### src/rtl/cache_pkg.sv
// ---------------------------------------------------------------------------
// cache_pkg
// Shared geometry, types and the sequencer state encoding for the cache miss
// handler and its victim selector.
//   s_index  : set index bits (8 sets)
//   s_assoc  : ways per set
//   s_width  : way-number width
//   s_offset : line offset bits (32-byte line)
//   s_tag    : tag bits of a 32-bit address
//   s_line   : line width in bits
// ---------------------------------------------------------------------------
package cache_pkg;
   localparam int s_index  = 3;
   localparam int s_assoc  = 8;
   localparam int s_width  = $clog2(s_assoc);
   localparam int s_offset = 5;
   localparam int s_tag    = 32 - s_index - s_offset;
   localparam int s_line   = 256;

   typedef logic [s_line-1:0] line_t;

   typedef enum logic [2:0] {
      IDLE,
      LRU_RD,
      SELECT,
      WB_RD,
      WB,
      FILL,
      COMMIT
   } state_t;
endpackage

### src/rtl/victim_select.sv
// ---------------------------------------------------------------------------
// victim_select
// Combinational replacement choice for one set.
//   way_valid  in  : valid bits of the set
//   plru_way   in  : least-recently-used way reported by the PLRU array
//   plru_valid in  : PLRU state for the set is meaningful
//   victim     out : way to replace
// Any invalid way wins (lowest number first), even over a valid PLRU answer;
// a full set uses the PLRU way, and a full set with no PLRU history uses 0.
// ---------------------------------------------------------------------------
module victim_select
   import cache_pkg::*;
(
   input  logic [s_assoc-1:0] way_valid,
   input  logic [s_width-1:0] plru_way,
   input  logic               plru_valid,
   output logic [s_width-1:0] victim
);

   always_comb begin
      victim = plru_valid ? plru_way : '0;
      // Scan from the top down so the lowest-numbered invalid way is the
      // last assignment and therefore the one that sticks.
      for (int w = s_assoc - 1; w >= 0; w--) begin
         if (!way_valid[w]) begin
            victim = s_width'(w);
         end
      end
   end

endmodule

### src/rtl/cache_miss_handler.sv
// ---------------------------------------------------------------------------
// cache_miss_handler
// Miss/replacement sequencer: reads the set's PLRU way, picks a victim, writes
// a dirty victim back, fetches the missing line, then commits it to the
// data/tag arrays and marks the filled way MRU.
// Ports:
//   clk, rst                 clock, asynchronous active-high reset
//   miss_req, miss_addr      miss request (held until miss_done) and address
//   way_valid/dirty/tag      state of the addressed set
//   plru_read, plru_index    PLRU read strobe (data returns next cycle)
//   plru_way, plru_valid     PLRU answer
//   plru_load, plru_hit      PLRU update with one-hot filled way
//   line_read, line_way      victim read strobe / way for read and fill
//   line_rdata               victim line data
//   pmem_*                   line-granular memory port (one-cycle pmem_resp)
//   fill_load/index/tag/data array write of the fetched line
//   miss_done                one-cycle completion pulse
// All strobes are decodes of the registered state, so they change only on
// clock edges (and drop immediately on rst).
// ---------------------------------------------------------------------------
module cache_miss_handler
   import cache_pkg::*;
(
   input  logic                     clk,
   input  logic                     rst,
   input  logic                     miss_req,
   input  logic [31:0]              miss_addr,
   input  logic [s_assoc-1:0]       way_valid,
   input  logic [s_assoc-1:0]       way_dirty,
   input  logic [s_assoc*s_tag-1:0] way_tag,
   output logic                     plru_read,
   output logic [s_index-1:0]       plru_index,
   input  logic [s_width-1:0]       plru_way,
   input  logic                     plru_valid,
   output logic                     plru_load,
   output logic [s_assoc-1:0]       plru_hit,
   output logic                     line_read,
   output logic [s_width-1:0]       line_way,
   input  logic [s_line-1:0]        line_rdata,
   output logic                     pmem_read,
   output logic                     pmem_write,
   output logic [31:0]              pmem_address,
   output logic [s_line-1:0]        pmem_wdata,
   input  logic [s_line-1:0]        pmem_rdata,
   input  logic                     pmem_resp,
   output logic                     fill_load,
   output logic [s_index-1:0]       fill_index,
   output logic [s_tag-1:0]         fill_tag,
   output logic [s_line-1:0]        fill_data,
   output logic                     miss_done
);

   state_t             state_reg, state_next;
   logic [s_tag-1:0]   tag_reg;
   logic [s_index-1:0] index_reg;
   logic [s_width-1:0] victim_reg;
   logic [s_tag-1:0]   victim_tag_reg;
   line_t              wb_buf_reg;
   line_t              fill_buf_reg;

   logic [s_width-1:0] victim_next;
   logic               victim_dirty;
   logic [s_tag-1:0]   tag_arr [s_assoc];

   // The line offset never reaches memory: every access is line-aligned.
   logic               unused_offset;
   assign unused_offset = ^miss_addr[s_offset-1:0];

   genvar gi;
   generate
      for (gi = 0; gi < s_assoc; gi++) begin : g_tag
         assign tag_arr[gi] = way_tag[gi*s_tag +: s_tag];
      end
   endgenerate

   victim_select u_victim_select (
      .way_valid  (way_valid),
      .plru_way   (plru_way),
      .plru_valid (plru_valid),
      .victim     (victim_next)
   );

   // Only meaningful in SELECT, when the PLRU answer is on plru_way.
   assign victim_dirty = way_valid[victim_next] & way_dirty[victim_next];

   always_ff @(posedge clk or posedge rst) begin
      if (rst) begin
         state_reg      <= IDLE;
         tag_reg        <= '0;
         index_reg      <= '0;
         victim_reg     <= '0;
         victim_tag_reg <= '0;
         wb_buf_reg     <= '0;
         fill_buf_reg   <= '0;
      end else begin
         state_reg <= state_next;
         if (state_reg == IDLE && miss_req) begin
            tag_reg   <= miss_addr[31 -: s_tag];
            index_reg <= miss_addr[s_offset +: s_index];
         end
         if (state_reg == SELECT) begin
            victim_reg     <= victim_next;
            victim_tag_reg <= tag_arr[victim_next];
         end
         if (state_reg == WB_RD) begin
            wb_buf_reg <= line_rdata;
         end
         if (state_reg == FILL && pmem_resp) begin
            fill_buf_reg <= pmem_rdata;
         end
      end
   end

   always_comb begin
      state_next   = state_reg;
      plru_read    = 1'b0;
      plru_load    = 1'b0;
      plru_hit     = '0;
      line_read    = 1'b0;
      pmem_read    = 1'b0;
      pmem_write   = 1'b0;
      pmem_address = '0;
      fill_load    = 1'b0;
      miss_done    = 1'b0;

      case (state_reg)
         IDLE: begin
            if (miss_req) state_next = LRU_RD;
         end
         LRU_RD: begin
            plru_read  = 1'b1;
            state_next = SELECT;
         end
         SELECT: begin
            state_next = victim_dirty ? WB_RD : FILL;
         end
         WB_RD: begin
            line_read  = 1'b1;
            state_next = WB;
         end
         WB: begin
            pmem_write   = 1'b1;
            pmem_address = {victim_tag_reg, index_reg, {s_offset{1'b0}}};
            if (pmem_resp) state_next = FILL;
         end
         FILL: begin
            pmem_read    = 1'b1;
            pmem_address = {tag_reg, index_reg, {s_offset{1'b0}}};
            if (pmem_resp) state_next = COMMIT;
         end
         COMMIT: begin
            fill_load  = 1'b1;
            plru_load  = 1'b1;
            plru_hit   = s_assoc'(1) << victim_reg;
            miss_done  = 1'b1;
            state_next = IDLE;
         end
         default: begin
            state_next = IDLE;
         end
      endcase
   end

   assign plru_index = index_reg;
   assign line_way   = victim_reg;
   assign pmem_wdata = wb_buf_reg;
   assign fill_index = index_reg;
   assign fill_tag   = tag_reg;
   assign fill_data  = fill_buf_reg;

endmodule
### config.mk
export PLATFORM = sky130hd
export DESIGN_NAME = cache_miss_handler
export DESIGN_NICKNAME = d
export VERILOG_FILES = /design/src/rtl/cache_pkg.sv /design/src/rtl/victim_select.sv /design/src/rtl/cache_miss_handler.sv
export SDC_FILE = /design/constraint.sdc
export NUM_CORES = 1
export LEC_CHECK = 0
export CAP_MARGIN = 5
export CELL_PAD_IN_SITES_DETAIL_PLACEMENT = 2
export CELL_PAD_IN_SITES_GLOBAL_PLACEMENT = 2
export CORE_AREA = 5 5 524 526
export CTS_CLUSTER_SIZE = 12
export DETAILED_ROUTE_END_ITERATION = 8
export DIE_AREA = 0 0 529 531
export MAX_ROUTING_LAYER = met4
export PLACE_DENSITY_LB_ADDON = 0.1
export SYNTH_ARGS = -nofsm -noshare
export SYNTH_HDL_FRONTEND = slang
export SYNTH_HIERARCHICAL = 1
export SYNTH_SLANG_ARGS = --single-unit
### constraint.sdc
create_clock -name clk -period 17.9 [get_ports clk]
set_input_delay 2.685 -clock clk [delete_from_list [all_inputs] [get_ports clk]]
set_output_delay 2.685 -clock clk [all_outputs]
set_load 0.05 [all_outputs]
==> reports/summary.json, run 1 <==
{
  "power.leakage_uw": 0.0172,
  "syn_area_per_cell_sq_um": 16.8,
  "clkTransAtPathRegs_ns": 0.05,
  "final_period_minus_worst_setup_slack_ns": 6.13,
  "antenna_found_initial": 144,
  "finish.utilization_pct": 16.6,
  "nNetsFinal": 3567,
  "crit_path_category": "primary input to register",
  "initial_utilization_pct": 9.01,
  "detailedRoute.firstIterationViolations": 451,
  "critPathCaptureType": "register",
  "post_route_cells_drive_above_1_share_pct": 26.1,
  "worst_setup_path_start_kind": "primary input",
  "postSynth.topFlopCell": "dfrtp_1",
  "fin_crit_sh_pct": 34.2,
  "clk_latency_ns": 0.71,
  "power.density_cell_area_nw_per_um2": 218,
  "number_of_flip_flops_and_latches_in_the_synthesized_netlist": 569,
  "finalWeightedCongestion": 0.830,
  "half_perimeter_wire_length_after_detailed_placement_mm": 140,
  "synthCells": 1443,
  "worst_slew_pin_slew_ns": 1.09,
  "synth_enable_flop_cells": 0,
  "numCtsBuffers": 90,
  "timing.max_cap.violations": 0,
  "drt-pass1-iter-count": 4,
  "totalWireLength_mm": 170,
  "crit_fanout": 58,
  "skew_ns": 0.0297,
  "power.clock.fraction_pct": 18.9,
  "grt_pass1_wl_mm": 218,
  "timing.slew.headroom_pct": 27.5,
  "totalNegativeSetupSlack_ns": 0,
  "worst_slack_ns": 11.77,
  "design.core.area_sq_um": 270000,
  "fp.dieArea_sq_um": 281000,
  "total_switching_power_uw": 4710,
  "final.hold.worst_slack_ns": 0.494,
  "floorplan.die.width_microns": 529,
  "setup_violations": 0,
  "swShare_pct": 48.3,
  "routed_wire_length_per_instance_microns": 26.0,
  "share_of_async_settable_or_async_resettable_flops_after_synthesis_pct": 100,
  "postCtsHoldBufs": 0,
  "drv_slew": 0,
  "ant_nets": 0,
  "ys_types": 37,
  "cts_post_setup_buffers_inserted": 0,
  "buffer_ports.inserted": 1341,
  "cp_data_required_time_ns": 18.47,
  "tritoncts": "built",
  "grt_setup_unrepaired": "no",
  "timing_hold_violations_final": 0,
  "vdd_drop_max_v": 0.0000747,
  "root_buffer": "clkbuf_16",
  "cts_sinks": 569,
  "critPathArrivalTime_ns": 6.69,
  "areaGrowthSynthToFinish_pct": 84.4,
  "outcome": "completed",
  "hp-class": "register to register",
  "clockBufferDepth": 3,
  "seq_area_frac_synth_pct": 58.6,
  "detail_route.vias_per_cell": 2.89,
  "grt_start_max_net_pins": 119,
  "grt_usage_pct": 11.9,
  "power.share.combinational_pct": 56.7,
  "seq_power_share_pct": 24.3,
  "fp.dieH_microns": 531,
  "via_count_of_the_first_global_routing_pass": 22067,
  "cts_max_level": 3,
  "fmax_mhz": 163,
  "cell_internal_pwr_uw": 5030,
  "grt_remaining_overflow": 0,
  "post_cts_sizing_count": 0,
  "pre_cts_slack_ns": 10.82,
  "synthesis.area_sq_um": 24300,
  "route.vias.total": 18843,
  "drcViolationCount": 0,
  "yosys_warnings": 6,
  "boundaryPins": 1352,
  "core.rowCount": 191
}
-- cells in the mapped netlist, types with 8 or more instances --
| library cell | number | area (sq um) |
|---|---|---|
| dfrtp_1 | 569 | 14200 |
| mux2_1 | 10 | 113 |
| buf_12 | 22 | 440 |
| and2_0 | 8 | 50.1 |
| mux4_2 | 50 | 1130 |
| buf_6 | 9 | 101 |
| mux2_2 | 333 | 3750 |
| a21oi_1 | 25 | 125 |
| mux2i_1 | 48 | 480 |
| clkbuf_1 | 10 | 37.5 |
| buf_2 | 43 | 215 |
| nor2_1 | 58 | 218 |
| buf_4 | 13 | 97.6 |
| mux2_4 | 200 | 3000 |
-- metal layers --
layer	GRT usage, %	vias up	wire length [microns]
li1	-	8000	-
met1	11.5	9501	58700
met2	21.0	1080	85700
met3	6.13	262	20900
met4	2.87	0	4210
met5	-	-	0
-- worst paths after layout --
| kind | endpoint | slack [ns] | startpoint | depth (start not counted) |
|---|---|---|---|---|
| min reg2reg | pmem_wdata[3] | 0.49 | pmem_wdata[3] | 1 |
| max | fill_data[6] | 11.77 | pmem_resp | 7 |
| min in group asynchronous | fill_data[237] | 2.55 | rst | 3 |
| min | pmem_wdata[3] | 0.49 | pmem_wdata[3] | 1 |
| max in group asynchronous | pmem_wdata[162] | 12.50 | rst | 6 |
| max reg2reg | fill_data[6] | 13.43 | state_reg[0] | 7 |
-- worst max-delay path, stage by stage --
cell and delay (ns):
clkdlybuf4s50_1 0.46, nand4b_1 0.13, buf_4 0.67, buf_4 0.65
buf_4 0.67, buf_4 0.69, mux2_2 0.41
-- per-stage QoR --
step                      area, sq um  std cells  power (uW)
final                           44800       6518        9740
after CTS                       44600       6447       10000
after global routing            44700       6503       10200
after detailed placement        41600       6285        8050
after floorplan                 24300       1447        5690
after global placement          41600       6285        8020
-- final cells by class --
type | count | area (sq um)
timing repair buffer | 1366 | 13600
clock buffer | 139 | 2670
fill | 29996 | 225000
sequential | 569 | 14200
tap | 3570 | 4470
clock inverter | 23 | 367
multi-input combinational | 777 | 9200
antenna | 71 | 178
inverter | 3 | 15.0
-- cell usage in the layout, fill, tap and decap left out, types with 3 or more instances in the layout --
cell and n:
clkbuf_8 21, bufinv_16 6, mux2_1 10, nor2_1 58
and2_0 8, dfrtp_1 568, mux4_2 50, diode_2 71
nor3_1 3, conb_1 5, nand2b_1 5, clkinv_2 9
and2_1 5, clkdlybuf4s50_1 1341, mux2i_1 48, a21oi_1 25
mux2_4 200, buf_12 3, buf_4 22, nand2_1 7
clkbuf_1 27, mux2_2 333, clkbuf_16 91
-- logic make-up (layout without fill, tap and decap cells) --
| logic type | count (synthesis) | in the layout | share of synthesized area (%) |
|---|---|---|---|
| compound gates | 33 | 33 | 0.768 |
| xor+xnor | 1 | 1 | 0.0361 |
| buf+inv | 101 | 1531 | 3.73 |
| flops | 569 | 569 | 58.6 |
| mux | 641 | 641 | 34.9 |
| other cells | 1 | 76 | 0.0154 |
| simple gates | 97 | 97 | 1.95 |
-- power groups by stage --
stage	Combinational, uW	Clock [uW]	Sequential (uW)
6_report	5530	1840	2370
5_1_grt	5760	2000	2460
4_1_cts	5660	1970	2400
3_5_place_dp	5640	0	2410
3_3_place_gp	5640	0	2380
2_1_floorplan	1250	0	4440
(Power assumes the default switching activity.)
==> run 2, diff against run 1 <==
==> constraint.sdc (replaced) <==
create_clock -name clk -period 5.33 [get_ports clk]
set_input_delay 0.7995 -clock clk [delete_from_list [all_inputs] [get_ports clk]]
set_output_delay 0.7995 -clock clk [all_outputs]
set_load 0.05 [all_outputs]
==> run 2 against run 1 <==
Compared with the run above:
- sequential share of layout area decreased by 0.17 points
- count of clock-buffer cells in the layout down 9
- clock skew is 0.027 ns higher
- via count is essentially flat
- final cell count is 0.49% higher
- critical path depth decreased by 4
- largest power group unchanged
- critical endpoint is now pmem_read
- register-to-register slack worse by 11 ns
- non-clock buffer count is 5 higher
- global-route usage increased by 0.15 points
- die area did not move
- sequential power rose to 3.4 times the previous value
==> reports/summary.json, run 2 (synthesized netlist as in run 1, its figures left out) <==
{
  "grt_usage_pct": 12.1,
  "boundaryPins": 1352,
  "crit_fanout": 9,
  "detailed_place.area_sq_um": 41700,
  "drv_slew": 0,
  "pre_cts_slack_ns": 1.15,
  "layout.cell_area.non_filler_sq_um": 45000,
  "route.vias.total": 18861,
  "worst_setup_path_start_kind": "register",
  "nNetsFinal": 3570,
  "half_perimeter_wire_length_after_detailed_placement_mm": 142,
  "areaGrowthSynthToFinish_pct": 85.3,
  "fin_crit_sh_pct": 74.7,
  "finalWeightedCongestion": 0.797,
  "core.rowCount": 191,
  "numCtsBuffers": 88,
  "fp.dieH_microns": 531,
  "fmax_mhz": 251,
  "critPathCaptureType": "output port",
  "grt_remaining_overflow": 0,
  "design.core.area_sq_um": 270000,
  "tritoncts": "built",
  "vdd_drop_max_v": 0.000240,
  "root_buffer": "clkbuf_16",
  "detailedRoute.firstIterationViolations": 517,
  "totalNegativeSetupSlack_ns": 0,
  "post_cts_sizing_count": 0,
  "drt-pass1-iter-count": 4,
  "timing.slew.headroom_pct": 26.7,
  "outcome": "completed",
  "routed_wire_length_per_instance_microns": 26.2,
  "drcViolationCount": 0,
  "postCtsHoldBufs": 0,
  "fp.dieArea_sq_um": 281000,
  "hp-class": "register to register",
  "layout.cells.most_common": "clkdlybuf4s50_1",
  "final_period_minus_worst_setup_slack_ns": 3.98,
  "setup_violations": 0,
  "timing.max_cap.violations": 0,
  "critPathArrivalTime_ns": 3.18,
  "totalWireLength_mm": 171,
  "crit_path_category": "register to output port",
  "clockBufferDepth": 3,
  "power.density_cell_area_nw_per_um2": 727,
  "worst_slew_pin_slew_ns": 1.10,
  "grt_setup_unrepaired": "no",
  "worst_slack_ns": 1.35,
  "detail_route.vias_per_cell": 2.88,
  "cts_max_level": 3,
  "final.hold.worst_slack_ns": 0.491,
  "post_route_cells_drive_above_1_share_pct": 26.7,
  "ant_nets": 0,
  "floorplan.die.width_microns": 529,
  "cts_sinks": 569,
  "cp_data_required_time_ns": 4.53,
  "power.leakage_uw": 0.0173,
  "skew_ns": 0.0571,
  "buffer_ports.inserted": 1341,
  "grt_start_max_net_pins": 133,
  "initial_utilization_pct": 9.01,
  "post-layout-total-power_uw": 32700,
  "via_count_of_the_first_global_routing_pass": 22175,
  "grt_pass1_wl_mm": 221,
  "layout.cells.most_common_list": "clkdlybuf4s50_1, dfrtp_1, mux2_2",
  "timing_hold_violations_final": 0,
  "clkTransAtPathRegs_ns": 0.05,
  "cts_post_setup_buffers_inserted": 0,
  "clk_latency_ns": 0.71,
  "antenna_found_initial": 150
}
==> run 2: cell count changes in the layout (fill, tap and decap cells not counted), sizes merged <==
cell      before  now
bufinv         6    5
clkinvlp       2    4
diode         71   96
buf           25   30
clkbuf       139  130
clkinv        14   24
==> run 2: area by class of cell <==
class,count,area (sq um)
Multi-Input combinational cell,777,9200
Tap cell,3570,4470
Antenna cell,96,240
Clock buffer,130,2650
Clock inverter,34,404
Timing Repair Buffer,1371,13800
Inverter,3,15.0
Sequential cell,569,14200
Fill cell,30040,225000
==> run 2: routing by layer <==
layer	track usage, %	part of all wire, %	vias to the layer above
met4	3.68	2.5	0
met5	-	0	-
met3	6.20	12	232
met2	20.6	50	1064
li1	-	-	8063
met1	11.9	35	9502
==> run 2: power by group <==
part	internal, uW	switching (uW)
sequential	6500	1510
clock	3700	2480
combinational	6680	11900
total	16900	15900
==> run 2: path summary, 6_finish.rpt <==
check	from	cells past startpoint	slack [ns]	end
hold / removal	pmem_wdata[6]	1	0.49	pmem_wdata[6]
max in group asynchronous	rst	4	3.16	fill_data[113]
hold reg to reg	pmem_wdata[6]	1	0.49	pmem_wdata[6]
setup reg to reg	state_reg[0]	5	2.62	fill_data[107]
min in group asynchronous	rst	2	0.51	fill_data[226]
setup / recovery	state_reg[2]	3	1.35	pmem_read
==> run 2: worst max-delay path, cell delays in order (launching register included) <==
cell,delay (ns)
dfrtp_1,0.55
nor2b_1,0.73
and2_1,0.32
clkdlybuf4s50_1,0.87
==> run 2: stage by stage <==
step                      utilization, %  instances
final                               16.7       6550
after global routing                16.7       6525
after CTS                           16.6       6454
after detailed placement            15.5       6290
after global placement              15.5       6290
after floorplan                        -       1447
==> run 3, diff against run 2 <==
==> constraint.sdc (replaced) <==
create_clock -name clk -period 3.3 [get_ports clk]
set_input_delay 0.495 -clock clk [delete_from_list [all_inputs] [get_ports clk]]
set_output_delay 0.495 -clock clk [all_outputs]
set_load 0.05 [all_outputs]
==> run 3 against run 2 <==
Compared with the run above:
- critical endpoint is now plru_hit[0]
- first-iteration DRC count fell by 10%
- sequential share of layout area shrank 0.32 points
- die area did not move
- register-to-register slack worse by 1.6 ns
==> reports/summary.json, run 3 (synthesized netlist as in run 1, its figures left out) <==
{
  "outcome": "completed",
  "dr_wl_met2_mm": 86.1,
  "place.detailed.instances": 6333,
  "cp_data_required_time_ns": 2.80,
  "numCtsBuffers": 91,
  "crit_fanout": 9,
  "clockBufferDepth": 3,
  "setup_violations": 0,
  "detail_route.vias_per_cell": 2.89,
  "drv_slew": 0,
  "layout.cells.most_common": "clkdlybuf4s50_1",
  "postCtsHoldBufs": 0,
  "routed_wire_length_per_instance_microns": 26.2,
  "skew_ns": 0.0456,
  "fin_crit_sh_pct": 91.1,
  "tritoncts": "built",
  "ant_nets": 0,
  "post_cts_sizing_count": 11,
  "drcViolationCount": 0,
  "fp.dieH_microns": 531,
  "clk_latency_ns": 0.70,
  "floorplan.die.width_microns": 529,
  "via_count_of_the_first_global_routing_pass": 22094,
  "layout.cells.most_common_list": "clkdlybuf4s50_1, dfrtp_1, mux2_2",
  "antenna_found_initial": 148,
  "buffer_ports.inserted": 1341,
  "grt_start_max_net_pins": 77,
  "detailedRoute.firstIterationViolations": 463,
  "timing_hold_violations_final": 0,
  "grt_pass1_wl_mm": 222,
  "highest_layer": "met4",
  "root_buffer": "clkbuf_16",
  "detailed_place.area_sq_um": 42200,
  "critPathCaptureType": "output port",
  "worst_setup_path_start_kind": "register",
  "grt_remaining_overflow": 0,
  "totalWireLength_mm": 173,
  "m1WireLength_mm": 61.0,
  "initial_utilization_pct": 9.01,
  "finalWeightedCongestion": 0.813,
  "route.vias.total": 19042,
  "grt_usage_pct": 12.1,
  "power.density_cell_area_nw_per_um2": 1170,
  "finish.utilization_pct": 16.9,
  "post_layout_nonfiller_instances": 6585,
  "grt_setup_unrepaired": "no",
  "final_period_minus_worst_setup_slack_ns": 3.01,
  "areaGrowthSynthToFinish_pct": 87.2,
  "wl_met3_mm": 20.4,
  "design.core.area_sq_um": 270000,
  "worst_slew_pin_slew_ns": 0.954,
  "crit_path_category": "register to output port",
  "power.leakage_uw": 0.0177,
  "timing.slew.headroom_pct": 36.2,
  "layout.cell_area.non_filler_sq_um": 45500,
  "vdd_drop_max_v": 0.000465,
  "fillers": 30003,
  "fp.dieArea_sq_um": 281000,
  "boundaryPins": 1352,
  "critPathArrivalTime_ns": 2.51,
  "hp-class": "primary input to register",
  "drt-pass1-iter-count": 4,
  "core.rowCount": 191,
  "clkTransAtPathRegs_ns": 0.06,
  "totalNegativeSetupSlack_ns": 0,
  "cts_max_level": 3,
  "timing.max_cap.violations": 0,
  "fmax_mhz": 333,
  "half_perimeter_wire_length_after_detailed_placement_mm": 144,
  "nNetsFinal": 3616,
  "cts_post_setup_buffers_inserted": 0,
  "cts_sinks": 569,
  "post_route_cells_drive_above_1_share_pct": 28.8
}
==> run 3: cell count changes in the layout (fill, tap and decap cells not counted), sizes merged <==
cell,change
buf,+71
clkdlybuf4s50,-39
diode,-10
dlygate4sd2,+10
clkbuf,+7
clkinv,-2
clkinvlp,-2
bufinv,-1
dlymetal6s2s,+1
==> run 3: routing by layer <==
metal  GRT usage [%]  up-vias
met1            12.0     9564
met5               -        -
met3            6.14      262
li1                -     8153
met4            3.67        0
met2            20.8     1063
==> run 3: worst paths after layout <==
check | from | to | slack [ns] | cells past startpoint
worst max-delay path | state_reg[2] | plru_hit[0] | 0.29 | 4
worst min register to register | pmem_wdata[1] | pmem_wdata[1] | 0.49 | 1
max in group asynchronous | rst | fill_data[227] | 1.91 | 4
worst min-delay path | pmem_rdata[66] | fill_data[66] | 0.41 | 2
min in group asynchronous | rst | fill_data[243] | 0.70 | 3
worst max register to register | state_reg[0] | pmem_wdata[58] | 1.06 | 5
==> run 3: critical path, stage by stage, from the launching register on <==
cell and delay, ns:
dfrtp_1 0.59, and3b_2 0.39, nand2b_1 0.15, nor3_1 0.16, dlygate4sd2_1 0.55
==> run 3: layout make-up <==
| class | instances | area [sq um] | share of cell area [%] |
|---|---|---|---|
| repair buffers | 1414 | 14300 | 31.4 |
| flip-flops and latches | 569 | 14200 | 31.3 |
| multi-input cells | 777 | 9200 | 20.2 |
| well taps | 3570 | 4470 | 9.82 |
| clock buffers | 137 | 2760 | 6.07 |
| clock inverters | 29 | 310 | 0.682 |
| diodes | 86 | 215 | 0.473 |
| inverters | 3 | 15.0 | 0.0330 |
==> run 3: metrics by stage <==
step                power (uW)  setup slack, ns  hold WS [ns]
global route             55700           0.0505         0.325
CTS                      54600           0.0519         0.291
detailed placement       43900            0.173         0.478
finish                   53100            0.293         0.407
floorplan                30900            -4.94         0.494
global placement         43800            0.222         0.480
==> run 3: report_power, final <==
group | switching, uW | total (uW) | leakage (uW) | internal, uW
logic | 19300 | 30100 | 0.00939 | 10900
registers | 2410 | 12900 | 0.00683 | 10500
clock network | 3980 | 10100 | 0.00153 | 6070
total | 25600 | 53100 | 0.0177 | 27500
==> RTL edit 1 (flow settings as in run 2) <==
`s_assoc`: 8 -> 16.
--- a/src/rtl/cache_pkg.sv
+++ b/src/rtl/cache_pkg.sv
@@ -11,7 +11,7 @@
 // ---------------------------------------------------------------------------
 package cache_pkg;
    localparam int s_index  = 3;
-   localparam int s_assoc  = 8;
+   localparam int s_assoc  = 16;
    localparam int s_width  = $clog2(s_assoc);
    localparam int s_offset = 5;
    localparam int s_tag    = 32 - s_index - s_offset;
Interface: changed (6 resized); port bits go from 1352 to 1570. No check against the original RTL was run, so the function may have changed too.
==> RTL edit 1 against run 2 <==
- cell area up 7.7%
- critical path type unchanged
- hold slack worse by 0.022 ns
- wire length up 28%
- setup slack worse by 0.10 ns
- die area unchanged
- sequential cell count up 1
- cell count up 14%
- total power down 1.0%
- synthesized area up 3.7%
==> RTL edit 1: results (changes against run 2) <==
| Metric | Value |
|---|---|
| Via count | 24300 (+29%) |
| Worst Skew | 0.0627 ns (+0.00552 ns) |
| Switching share of power | 50.1% (+1.7 points) |
| Fillers | 30400 (+1.2%) |
| GPL Wtd Cong | 0.785 (-1.5%) |
| Post-DP HPWL | 182 mm (+28%) |
| Synth unique cells | 47 (+27%) |
| Critical Path AT | 3.28 ns (+0.10 ns) |
| Critical-path maximum fanout | 10 (+1) |
| Static Leak | 19.4 nW (+12%) |
| Main synth FF type | dfrtp_1 |
| Vias in the first global route | 26900 (+21%) |
| Hold depth | 2 (+1) |
| WS Path Type | reg -> out |
| DR iter-0 viols | 766 (+48%) |
| Clk slew on worst S/H paths | 0.05 ns (about the same) |
| CP top delay family | buffers and inverters |
| Sequential share of the synthesized area | 56.7% (-2.0 points) |
| Max incr delay on CP | 1.01 ns (+0.14 ns) |
| TritonCTS Buffers | 92 (+4.5%) |
| Initial antenna violation count | 253 (+69%) |
| Share of layout cells above drive strength 1 | 15.8% (-11 points) |
| Status | finished, final reports clean |
| Port Buffers | 1559 (+16%) |
| Tot GR Track Use | 15.3% (+3.3 points) |
| Synth top area cells | dfrtp_1 57%, mux2_2 13%, nand2_1 12%, mux4_2 8.6%, mux2i_1 1.9% |
| Final WL | 219 mm (+28%) |
| Worst Hold Launch | pmem_wdata[17] |
| Post-placement cell area | 0.0452 sq mm (+8.2%) |
| First-pass GRT wire length | 278 mm (+26%) |
| Synth cell count leaders | 791 x nand2_1, 570 x dfrtp_1, 301 x mux2_2 |
| Min-Delay Endpoint | pmem_wdata[17] |
| FF-to-FF End | pmem_wdata[37] |
| VDD IR max | 235 uV (-2.1%) |
| Worst slew margin | 29.7% (+3.1 points) |
| Worst hold-check path type | reg -> reg |
-- RTL edit 1: power by group through the flow --
stage | combinational (mW) | clock, mW | sequential (mW)
final | 18.3 | 6.22 | 7.87
after global routing | 19.2 | 6.73 | 8.17
after CTS | 18.8 | 6.62 | 7.93
after detailed placement | 18.8 | 0 | 7.98
after global placement | 18.7 | 0 | 7.91
after floorplan | 3.59 | 0 | 14.8
-- RTL edit 1: final cells by class --
| type | count | area [sq um] | share of cell area (%) |
|---|---|---|---|
| inverters | 8 | 41.3 | 0.0852 |
| clock inverters | 14 | 201 | 0.416 |
| diodes | 116 | 290 | 0.599 |
| flip-flops and latches | 570 | 14300 | 29.4 |
| well taps | 3570 | 4470 | 9.22 |
| clock buffers | 151 | 2830 | 5.83 |
| repair buffers | 1611 | 16200 | 33.4 |
| multi-input cells | 1416 | 10200 | 21.1 |
-- RTL edit 1: layer usage --
metal  wire [microns]  GRT usage [%]  vias up  part of all wire, %
li1                 -              -    10500                    -
met1            68400           13.3    12100                   31
met2           122000           30.1     1249                   56
met3            23000           7.04      401                   11
met4             4870           2.65        0                  2.2
met5                0              -        -                    0
-- RTL edit 1: logic make-up (layout without fill, tap and decap cells) --
kind of cell / count (synthesis) / count (layout) / share of synthesized area [%]
compound gates: 53 / 53 / 1.73
xor+xnor: 2 / 2 / 0.0696
buf+inv: 155 / 1784 / 3.11
flops: 570 / 570 / 56.7
mux: 453 / 453 / 24.3
other cells: 1 / 121 / 0.0149
simple gates: 903 / 903 / 14.1
-- RTL edit 1: worst max path at each step --
stage / to / slack [ns] / depth (start not counted)
floorplan: fill_data[0] / -3.23 / 1
global placement: victim_tag_reg[16] / 0.97 / 9
detailed placement: victim_tag_reg[16] / 0.97 / 9
CTS: plru_hit[12] / 1.09 / 5
global route: plru_hit[12] / 0.94 / 5
finish: plru_hit[12] / 1.25 / 5
-- RTL edit 1: stage by stage --
stage	setup WS, ns	hold slack [ns]	instances	utilization, %
5_1_grt	0.942	0.480	7447	18.0
4_1_cts	1.09	0.436	7340	17.9
6_report	1.25	0.469	7456	18.0
3_3_place_gp	0.969	0.459	7175	16.7
2_1_floorplan	-3.23	0.480	2141	-
3_5_place_dp	0.969	0.462	7175	16.7
-- RTL edit 1: tightest hold or removal path, cell delays in order, from the launching register on --
cell and delay (ns):
dfrtp_1 0.34, nand2_1 0.05, nand2_1 0.05
==> RTL edit 2 (config.mk and constraints of run 2) <==
Made on the original files. Register the output `pmem_address`, cleared by the reset; this adds one clock of latency there. The other outputs are not delayed to match.
--- a/src/rtl/cache_miss_handler.sv
+++ b/src/rtl/cache_miss_handler.sv
@@ -49,6 +49,8 @@
    output logic [s_line-1:0]        fill_data,
    output logic                     miss_done
 );
+
+   logic [31:0] pmem_address_d;
 
    state_t             state_reg, state_next;
    logic [s_tag-1:0]   tag_reg;
@@ -119,7 +121,7 @@
       line_read    = 1'b0;
       pmem_read    = 1'b0;
       pmem_write   = 1'b0;
-      pmem_address = '0;
+      pmem_address_d = '0;
       fill_load    = 1'b0;
       miss_done    = 1'b0;
 
@@ -140,12 +142,12 @@
          end
          WB: begin
             pmem_write   = 1'b1;
-            pmem_address = {victim_tag_reg, index_reg, {s_offset{1'b0}}};
+            pmem_address_d = {victim_tag_reg, index_reg, {s_offset{1'b0}}};
             if (pmem_resp) state_next = FILL;
          end
          FILL: begin
             pmem_read    = 1'b1;
-            pmem_address = {tag_reg, index_reg, {s_offset{1'b0}}};
+            pmem_address_d = {tag_reg, index_reg, {s_offset{1'b0}}};
             if (pmem_resp) state_next = COMMIT;
          end
          COMMIT: begin
@@ -168,4 +170,12 @@
    assign fill_tag   = tag_reg;
    assign fill_data  = fill_buf_reg;
 
+   always_ff @(posedge clk or posedge rst) begin
+      if (rst) begin
+         pmem_address <= '0;
+      end else begin
+         pmem_address <= pmem_address_d;
+      end
+   end
+
 endmodule
Function: changed (a bounded check fails within 4 cycles, from zero or initial values and one cycle with rst high).
==> RTL edit 2 against run 2 <==
- sequential cell count up 27
- cell area grew 1.4%
- setup slack got worse by 0.018 ns
- wire length increased by 0.75%
- total power up 1.8%
- register-to-register slack lost 0.27 ns
- critical endpoint is now plru_hit[4]
- maximum frequency down 0.45%
- synthesized area increased by 2.8%
- largest cell class unchanged
- sequential share of layout area increased by 1.0 points
- synthesized cell count increased by 1.9%
==> RTL edit 2: results (changes against run 2) <==
| Metric | Value |
|---|---|
| Status | finished, final reports clean |
| CTS sink cnt | 596 (+4.7%) |
| Slowest-stage cell, CP | clkdlybuf4s50_1 |
| Dpl ws | 1.46 ns (+0.314 ns) |
| Skew-Pair Late Insertion Delay | 0.73 ns (+0.02 ns) |
| Mapped Cells | 1470 (+1.9%) |
| Post-Layout Cell Count | 6549 (-0.015%) |
| FF-to-FF End | pmem_wdata[205] |
| Clock group | 6.25 mW (+1%) |
| Met2 WL | 86.8 mm (+1.5%) |
| Iteration count of the initial detailed-routing pass | 6 (+2) |
| Worst hold margin | 0.492 ns (+0.000225 ns) |
| WL/cell | 26.4 microns (+0.76%) |
| NonClk Buf Share | 30.2% (-0.41 points) |
| VDD IR max | 262 uV (+9.1%) |
| Via count | 19000 (+0.76%) |
| Fillers | 30000 (-0.24%) |
| Min-Delay Endpoint | pmem_wdata[0] |
| Placed Cells | 6322 (+0.51%) |
| Vias in the first global route | 22300 (+0.78%) |
| Post-DP HPWL | 146 mm (+3.0%) |
| Yosys top cell area share | 59.7% (+1.1 points) |
| Nets | 3605 (+0.98%) |
| Critical-path maximum fanout | 9 (unchanged) |
| Worst Hold Launch | pmem_wdata[0] |
| Critical Path AT | 3.20 ns (+0.02 ns) |
| Pin count of the biggest net entering global routing | 130 (-2.3%) |
| Hold depth | 1 (unchanged) |
| Syn_area_per_cell | 17.0 sq um (+0.89%) |
| Worst slew margin | 34.7% (+8.0 points) |
| DR iter-0 viols | 406 (-21%) |
| Share of layout cells above drive strength 1 | 26.5% (-0.19 points) |
| Reg2Reg Setup Slack | 2.35 ns (-0.27 ns) |
| Int Power | 17.2 mW (+1.9%) |
| Inserted Diodes | 63 (-34%) |
| Clock-cell share of area | 6.79% (about the same) |
| Sequential share of the synthesized area | 59.7% (+1.1 points) |
| Met3 Track Usage GR | 6.87% (+0.66 points) |
| GRT met2 Usage | 21.1% (+0.52 points) |
| Tot GR Track Use | 12.1% (+0.069 points) |
| TritonCTS Buffers | 91 (+3.4%) |
| Seq. cell area | 0.0149 sq mm (+4.7%) |
| Metal3 WL | 22.3 mm (+6.4%) |
| Synth top area cells | dfrtp_1 60%, mux2_2 15%, mux2_4 12%, mux4_2 4.5%, mux2i_1 1.9% |
| Initial antenna violation count | 117 (-22%) |
| Critical R2R Launch | state_reg[1] |
| Static Leak | 17.7 nW (+2.3%) |
| Sequential cell area share | 32.7% (+1.0 points) |
| Synth cell count leaders | 596 x dfrtp_1, 333 x mux2_2, 200 x mux2_4 |
| Buffers excl. clock | 1376 (+0.36%) |
-- RTL edit 2: cell types whose count changed after synthesis, sizes merged --
cell	delta
buf	+1
clkbuf	-1
dfrtp	+27
-- RTL edit 2: worst max path at each step --
stage	slack, ns	cells past startpoint	to	start
floorplan	-3.60	1	fill_data[0]	rst
global placement	1.53	8	victim_tag_reg[21]	plru_way[1]
detailed placement	1.46	8	victim_tag_reg[21]	plru_way[1]
CTS	1.20	4	plru_hit[4]	state_reg[2]
global route	1.18	4	plru_hit[4]	state_reg[2]
finish	1.33	4	plru_hit[4]	state_reg[2]
-- RTL edit 2: critical path, delay by kind of cell, from the launching register on --
family	cells	cell delay, ns
buffers and inverters	1	0.87
flip-flops	1	0.59
AND/OR/NAND/NOR	3	1.04
-- RTL edit 2: logic make-up after synthesis --
group           after synthesis  synth area share [%]
flops                       596                  59.7
buf+inv                     101                  3.63
other cells                   1                0.0150
compound gates               33                 0.747
simple gates                 97                  1.89
mux                         641                  33.9
xor+xnor                      1                0.0351
